`config.mk`:
```
export PLATFORM = sky130hd
export DESIGN_NAME = sliding_window_ctrl
export DESIGN_NICKNAME = d
export VERILOG_FILES = /design/src/rtl/sliding_window_pkg.sv /design/src/rtl/window_pos_counter.sv /design/src/rtl/sliding_window_ctrl.sv
export SDC_FILE = /design/constraint.sdc
export NUM_CORES = 1
export LEC_CHECK = 0
export CORE_UTILIZATION = 40
export DETAILED_ROUTE_END_ITERATION = 8
export MAX_ROUTING_LAYER = met4
export SYNTH_ARGS = -nofsm -noshare
export SYNTH_HDL_FRONTEND = slang
export SYNTH_SLANG_ARGS = --single-unit
```
`constraint.sdc`:
```
create_clock -name clk -period 2.3 [get_ports clk]
set_input_delay 0.46 -clock clk [delete_from_list [all_inputs] [get_ports clk]]
set_output_delay 0.46 -clock clk [all_outputs]
set_load 0.1 [all_outputs]
```
`src/rtl/sliding_window_pkg.sv`:
```
// -----------------------------------------------------------------------------
// sliding_window_pkg
// Shared types and helpers for the sliding-window controller slice.
//   state_t : frame sequencer states (IDLE, FILL, ACTIVE, FLUSH)
//   col_w   : column counter width for an image W pixels wide
//   row_w   : row counter width for an image H lines tall
// -----------------------------------------------------------------------------
package sliding_window_pkg;

  typedef enum logic [1:0] {
    ST_IDLE   = 2'd0,
    ST_FILL   = 2'd1,
    ST_ACTIVE = 2'd2,
    ST_FLUSH  = 2'd3
  } state_t;

  // A one-pixel dimension still needs a 1-bit counter to stay legal.
  function automatic int col_w(input int w);
    return (w > 1) ? $clog2(w) : 1;
  endfunction

  function automatic int row_w(input int h);
    return (h > 1) ? $clog2(h) : 1;
  endfunction

endpackage

```
`src/rtl/window_pos_counter.sv`:
```
// -----------------------------------------------------------------------------
// window_pos_counter
// Raster position counter: column wraps at W-1 and carries into the row,
// which wraps at H-1. Synchronous clear has priority over increment.
//   clk, rst_n     : clock, async active-low reset
//   i_inc          : advance one pixel position
//   i_clr          : return to (0,0)
//   o_row, o_col   : current position
//   o_last_col     : column is W-1
//   o_last_pixel   : position is (H-1, W-1)
// -----------------------------------------------------------------------------
module window_pos_counter
  import sliding_window_pkg::*;
#(
  parameter int W = 1920,
  parameter int H = 1080
) (
  input  logic                clk,
  input  logic                rst_n,
  input  logic                i_inc,
  input  logic                i_clr,
  output logic [row_w(H)-1:0] o_row,
  output logic [col_w(W)-1:0] o_col,
  output logic                o_last_col,
  output logic                o_last_pixel
);

  localparam int unsigned CW = col_w(W);
  localparam int unsigned RW = row_w(H);
  localparam logic [CW-1:0] COL_MAX = CW'(W - 1);
  localparam logic [RW-1:0] ROW_MAX = RW'(H - 1);

  logic [CW-1:0] r_col;
  logic [RW-1:0] r_row;
  logic          w_last_row;

  assign w_last_row   = (r_row == ROW_MAX);
  assign o_last_col   = (r_col == COL_MAX);
  assign o_last_pixel = o_last_col & w_last_row;
  assign o_row        = r_row;
  assign o_col        = r_col;

  always_ff @(posedge clk or negedge rst_n) begin
    if (!rst_n) begin
      r_col <= '0;
      r_row <= '0;
    end else if (i_clr) begin
      r_col <= '0;
      r_row <= '0;
    end else if (i_inc) begin
      if (o_last_col) begin
        r_col <= '0;
        r_row <= w_last_row ? '0 : r_row + 1'b1;
      end else begin
        r_col <= r_col + 1'b1;
      end
    end
  end

endmodule

```
`src/rtl/sliding_window_ctrl.sv`:
```
// -----------------------------------------------------------------------------
// sliding_window_ctrl
// Frame sequencer and flow controller for sliding_window_buffer. Tracks the
// raster position of a ready/valid pixel stream, drives the buffer shift and
// pad select, and flags windows that lie fully inside the image. A mid-frame
// SOF aborts the frame and pads out the rest of the line so the buffer's own
// free-running column counter is back at column 0 for the new frame.
//   clk, rst_n          : clock, async active-low reset
//   enable              : allows a new frame to start (sampled in IDLE only)
//   s_valid/s_sof       : input pixel valid / pixel is (0,0) of a frame
//   s_ready             : input pixel accepted on s_valid & s_ready
//   buf_shift_en        : buffer pixel_in_valid
//   buf_pad             : select pixel value 0 ahead of the buffer
//   win_valid, m_ready  : window valid / downstream consumes
//   win_row, win_col    : image position of the newest window pixel
//   frame_done          : pulse after the last pixel of a frame is accepted
//   sof_err             : pulse on an unexpected mid-frame SOF
//   busy                : state is not IDLE
// -----------------------------------------------------------------------------
module sliding_window_ctrl
  import sliding_window_pkg::*;
#(
  parameter int IMAGE_WIDTH  = 1920,
  parameter int IMAGE_HEIGHT = 1080,
  parameter int WINDOW_ROWS  = 3,
  parameter int WINDOW_COLS  = 3
) (
  input  logic                           clk,
  input  logic                           rst_n,
  input  logic                           enable,
  input  logic                           s_valid,
  input  logic                           s_sof,
  output logic                           s_ready,
  output logic                           buf_shift_en,
  output logic                           buf_pad,
  output logic                           win_valid,
  input  logic                           m_ready,
  output logic [row_w(IMAGE_HEIGHT)-1:0] win_row,
  output logic [col_w(IMAGE_WIDTH)-1:0]  win_col,
  output logic                           frame_done,
  output logic                           sof_err,
  output logic                           busy
);

  localparam int unsigned CW = col_w(IMAGE_WIDTH);
  localparam int unsigned RW = row_w(IMAGE_HEIGHT);
  localparam logic [RW-1:0] ROW_WIN       = RW'(WINDOW_ROWS - 1);
  localparam logic [CW-1:0] COL_WIN       = CW'(WINDOW_COLS - 1);
  localparam logic [RW-1:0] ROW_FILL_LAST = RW'((WINDOW_ROWS > 1) ? WINDOW_ROWS - 2 : 0);
  localparam state_t        ST_FIRST      = (WINDOW_ROWS > 1) ? ST_FILL : ST_ACTIVE;

  state_t          r_state;
  state_t          w_state_nxt;
  logic [RW-1:0]   w_row;
  logic [CW-1:0]   w_col;
  logic            w_last_col;
  logic            w_last_pixel;
  logic            w_adv;
  logic            w_inc;
  logic            w_clr;
  logic            w_frame_done_nxt;
  logic            w_sof_err_nxt;

  logic            r_win_valid;
  logic [RW-1:0]   r_win_row;
  logic [CW-1:0]   r_win_col;
  logic            r_frame_done;
  logic            r_sof_err;

  window_pos_counter #(
    .W (IMAGE_WIDTH),
    .H (IMAGE_HEIGHT)
  ) u_pos (
    .clk          (clk),
    .rst_n        (rst_n),
    .i_inc        (w_inc),
    .i_clr        (w_clr),
    .o_row        (w_row),
    .o_col        (w_col),
    .o_last_col   (w_last_col),
    .o_last_pixel (w_last_pixel)
  );

  // The buffer may only shift when the current window is consumed or empty.
  assign w_adv = m_ready | ~r_win_valid;

  always_ff @(posedge clk or negedge rst_n) begin
    if (!rst_n) r_state <= ST_IDLE;
    else        r_state <= w_state_nxt;
  end

  always_comb begin
    w_state_nxt      = r_state;
    s_ready          = 1'b0;
    buf_shift_en     = 1'b0;
    buf_pad          = 1'b0;
    w_inc            = 1'b0;
    w_clr            = 1'b0;
    w_frame_done_nxt = 1'b0;
    w_sof_err_nxt    = 1'b0;
    case (r_state)
      ST_IDLE: begin
        // Junk pixels are accepted and dropped; no acceptance while in reset.
        s_ready = rst_n & enable & w_adv;
        if (s_valid & s_sof & rst_n & enable & w_adv) begin
          buf_shift_en = 1'b1;
          w_inc        = 1'b1;
          w_state_nxt  = ST_FIRST;
        end
      end
      ST_FILL, ST_ACTIVE: begin
        if (s_valid & s_sof) begin
          // SOF is held off; pad the line out unless already at column 0.
          w_sof_err_nxt = 1'b1;
          if (w_col == '0) begin
            w_clr       = 1'b1;
            w_state_nxt = ST_IDLE;
          end else begin
            w_state_nxt = ST_FLUSH;
          end
        end else begin
          s_ready = w_adv;
          if (s_valid & w_adv) begin
            buf_shift_en = 1'b1;
            w_inc        = 1'b1;
            if (w_last_pixel) begin
              w_frame_done_nxt = 1'b1;
              w_state_nxt      = ST_IDLE;
            end else if ((r_state == ST_FILL) && w_last_col && (w_row == ROW_FILL_LAST)) begin
              w_state_nxt = ST_ACTIVE;
            end
          end
        end
      end
      ST_FLUSH: begin
        if (w_adv) begin
          buf_shift_en = 1'b1;
          buf_pad      = 1'b1;
          w_inc        = 1'b1;
          if (w_last_col) begin
            w_clr       = 1'b1;
            w_state_nxt = ST_IDLE;
          end
        end
      end
      default: w_state_nxt = ST_IDLE;
    endcase
  end

  // Window qualification updates on the same edge the buffer shifts.
  always_ff @(posedge clk or negedge rst_n) begin
    if (!rst_n) begin
      r_win_valid  <= 1'b0;
      r_win_row    <= '0;
      r_win_col    <= '0;
      r_frame_done <= 1'b0;
      r_sof_err    <= 1'b0;
    end else begin
      r_frame_done <= w_frame_done_nxt;
      r_sof_err    <= w_sof_err_nxt;
      if (buf_shift_en & ~buf_pad) begin
        r_win_valid <= (w_row >= ROW_WIN) & (w_col >= COL_WIN);
        r_win_row   <= w_row;
        r_win_col   <= w_col;
      end else if (buf_pad | m_ready) begin
        r_win_valid <= 1'b0;
      end
    end
  end

  assign win_valid  = r_win_valid;
  assign win_row    = r_win_row;
  assign win_col    = r_win_col;
  assign frame_done = r_frame_done;
  assign sof_err    = r_sof_err;
  assign busy       = (r_state != ST_IDLE);

endmodule

```
==> impl_results.md <==
- Register area: around 0.0012 mm2
- Clock latency on the worst-skew pair: ~0.29 ns
- Worst path top cell family by delay: buffers and inverters
- Clock Tree Root: clkbuf_8
- VDD IR max: roughly 1.3 mV
- Wire length on met3: 179 um
- Routed length per instance: approximately 15 um
- Worst r2r src: r_state[0]
- Fill count: 607
- Total track usage: around 20%
- DR WL met2: around 2800 um
- Vias in the first global route: ~2000
- Post-synthesis mux area share: a little under 8%
- Post-route setup TNS: 0 ns
- DRT Wirelength: 6190 um
- Post-Syn Area per Cell: 10.1 um2
- Hold Slack: approximately 0.36 ns
- CTS tree: done
- Core area: 0.00631 mm2
- Reg2Reg Setup Slack: approximately 0.11 ns
- Nets@finish: approximately 340
- Iteration-0 DRC Markers: roughly 150
- Area of the multi-input gates: roughly 0.0013 mm2
- Rel. slew slack: 58.0%
- Routability Congestion: ~0.85
- H-tree Lvls: 2
- # diodes: 0
- Max incr delay on CP: between 0.3 and 0.4 ns
- Highest-count cells in the layout ignoring fill and taps: buf_4, dfrtp_1, nor2_1
- Post-DRT Antenna Nets: 0
- Crit start category: flop
- Gate Count Post-Synth: approximately 260
- Initial antenna violation count: 0
- Inst Count DP: around 400
- Pre-CTS setup slack: -0.0993 ns
- Initial Util: 41.2%
- Global-route wire length before repair: ~10000 um
- Worst-Margin Slew: approximately 0.63 ns
- HPWL Detailed: ~4400 um
- Largest family of logic cells by synthesized area: simple AND/OR/NAND/NOR gates
- Outcome: completed
- # IOs: 35
- Die area: between 0.006 and 0.007 mm2
- Fraction of registers with async set/reset: 100%
- Top routing layer in use: met4
- Area Overhead vs Synth: 30.0%
- GRT Residual Overflow: 0
- CP max FO: 5
- Post-synthesis adder-cell area fraction: 4.33%
- WL met1: 3200 um
- Final slew viol count: 0
- CP Capture Type: primary output
- DRT Pass-1 Iters: 4
- Hold crit path type: in2async
- Cell Chain, Critical Path: inv_2 > ha_4 > nand3b_1 > a221oi_2 > buf_4 > buf_12
- Row count: 29
- Compound-Gate Fraction of Synth Area: under 10%
- Critical-path top delay cell: dfrtp_1
- Yosys cell types: 45
- Post-synthesis sequential area ratio: a little under half
- Critical Path AT: approximately 1.8 ns
- YS warnings: 0
- Worst Reg-to-Reg Cells: 10
- Reg2reg end: u_pos.o_col[10]
- Period utilization: slightly below 100%
- Vias per Instance: around 5.2
- Power density cells: 1270 mW/mm2
- Vias: about 2100
- Largest net degree at the start of global routing: 50
- Top_reg_cell synth: dfrtp_1
- Post-synthesis xor/xnor area fraction: 3.37%
- Worst endpoint required time: between 1.5 and 2 ns
- Synth Register Bits: 49
- CP bufs+invs: 3
- Hold violation total from the final report: 0
- Clock transition at path regs: 0.09 ns
- TritonCTS Buffers: 5
- CTS Sinks: 49
- Setup ws final: 0.0238 ns
- P_leak: ~1.6 nW
- Non-Filler Instances: about 410
- RSZ-0062 raised after global routing: yes
- Post-synth EDFFs: 0
- Die H: 82.6 um
- Setup-failing EPs final: 0
- Final Skew: ~0.0037 ns
- Share of cells above drive strength 1: about a third
- Die X: between 80 and 90 um
- Clk buf depth: 2
- Fin crit period: between 2 and 2.5 ns
- Syn Nets: approximately 270
- Crit path kind: reg2out
- Simple logic cell fraction of the synthesized area: between 20% and 30%
- Buffers on Ports: 34
- Leading cell type in the layout, fill and taps excluded: buf_4
- CP Launch Point: r_state[1]
- Synthesized area: 0.00260 mm2
- Peak Freq: 439 MHz
- Max cap viols: 0
- Residual DRC: 0
- Hold_buf cts: 0
- Final cell utilization of the core: a little over half
## stage by stage
stage	power, mW	instance area, um2
floorplan	2.82	2620
global placement	3.61	3230
detailed placement	3.63	3230
CTS	4.25	3360
global route	4.51	3380
finish	4.28	3380
## flip-flops by register name, summed over array words and instances, names as in the netlist
signal	flops
u_pos.o_col	11
win_valid	1
sof_err	1
frame_done	1
r_state	2
u_pos.o_row	11
win_row	11
win_col	11
## layer usage
metal	track usage [%]	up-vias
met5	-	-
met2	28.8	41
met1	30.1	1015
met3	3.08	4
met4	5.34	0
li1	-	1048
## power breakdown
group          switching, mW  total, mW  internal, mW
Sequential             0.101       1.10          1.00
Combinational           1.69       2.66         0.975
Clock                  0.280      0.520         0.240
## logic make-up (layout without fill, tap and decap cells)
kind of cell,after synthesis,count (layout)
AND/OR/NAND/NOR,112,112
flip-flops,49,49
AO/OA/AOI/OAI,39,39
buffers and inverters,21,91
multiplexers,18,18
XOR/XNOR,10,10
adder cells (fa/ha/maj),9,9
## what timing repair did
item,in CTS,in global routing
setup endpoints to repair,2,7
setup buffers,3,2
resized for setup,3,3
pin swaps,1,2
## layout make-up
cell class / count / share of cell area [%]
clock buffers: 7 / 2.55
inverters: 12 / 1.33
multi-input cells: 188 / 38.9
flip-flops and latches: 49 / 36.3
well taps: 77 / 2.85
repair buffers: 72 / 18.1
## synth_stat cells (4+ instances only)
cell type | count | area (um2)
nand4_1 | 8 | 50.1
ha_1 | 9 | 113
nand2_1 | 25 | 93.8
a31oi_1 | 4 | 25.0
o21ai_1 | 4 | 20.0
a21oi_1 | 11 | 55.1
nor3_1 | 12 | 60.1
dfrtp_1 | 49 | 1230
inv_1 | 12 | 45.0
xnor2_1 | 5 | 43.8
mux2_2 | 17 | 191
nor2_1 | 26 | 97.6
nand3_1 | 11 | 55.1
o21ai_0 | 9 | 45.0
buf_2 | 4 | 20.0
and3_1 | 4 | 25.0
xor2_1 | 5 | 43.8
## worst max path at each step
stage                     slack [ns]  cells after the start      endpoint
after floorplan                -0.02                      5       s_ready
after global placement         -0.04                      6    win_col[2]
after detailed placement        -0.1                      6    win_col[6]
after CTS                     0.0008                      6  buf_shift_en
after global routing           -0.09                      6  buf_shift_en
final                           0.02                      6  buf_shift_en
No activity file was read; power rests on OpenSTA's default activity.
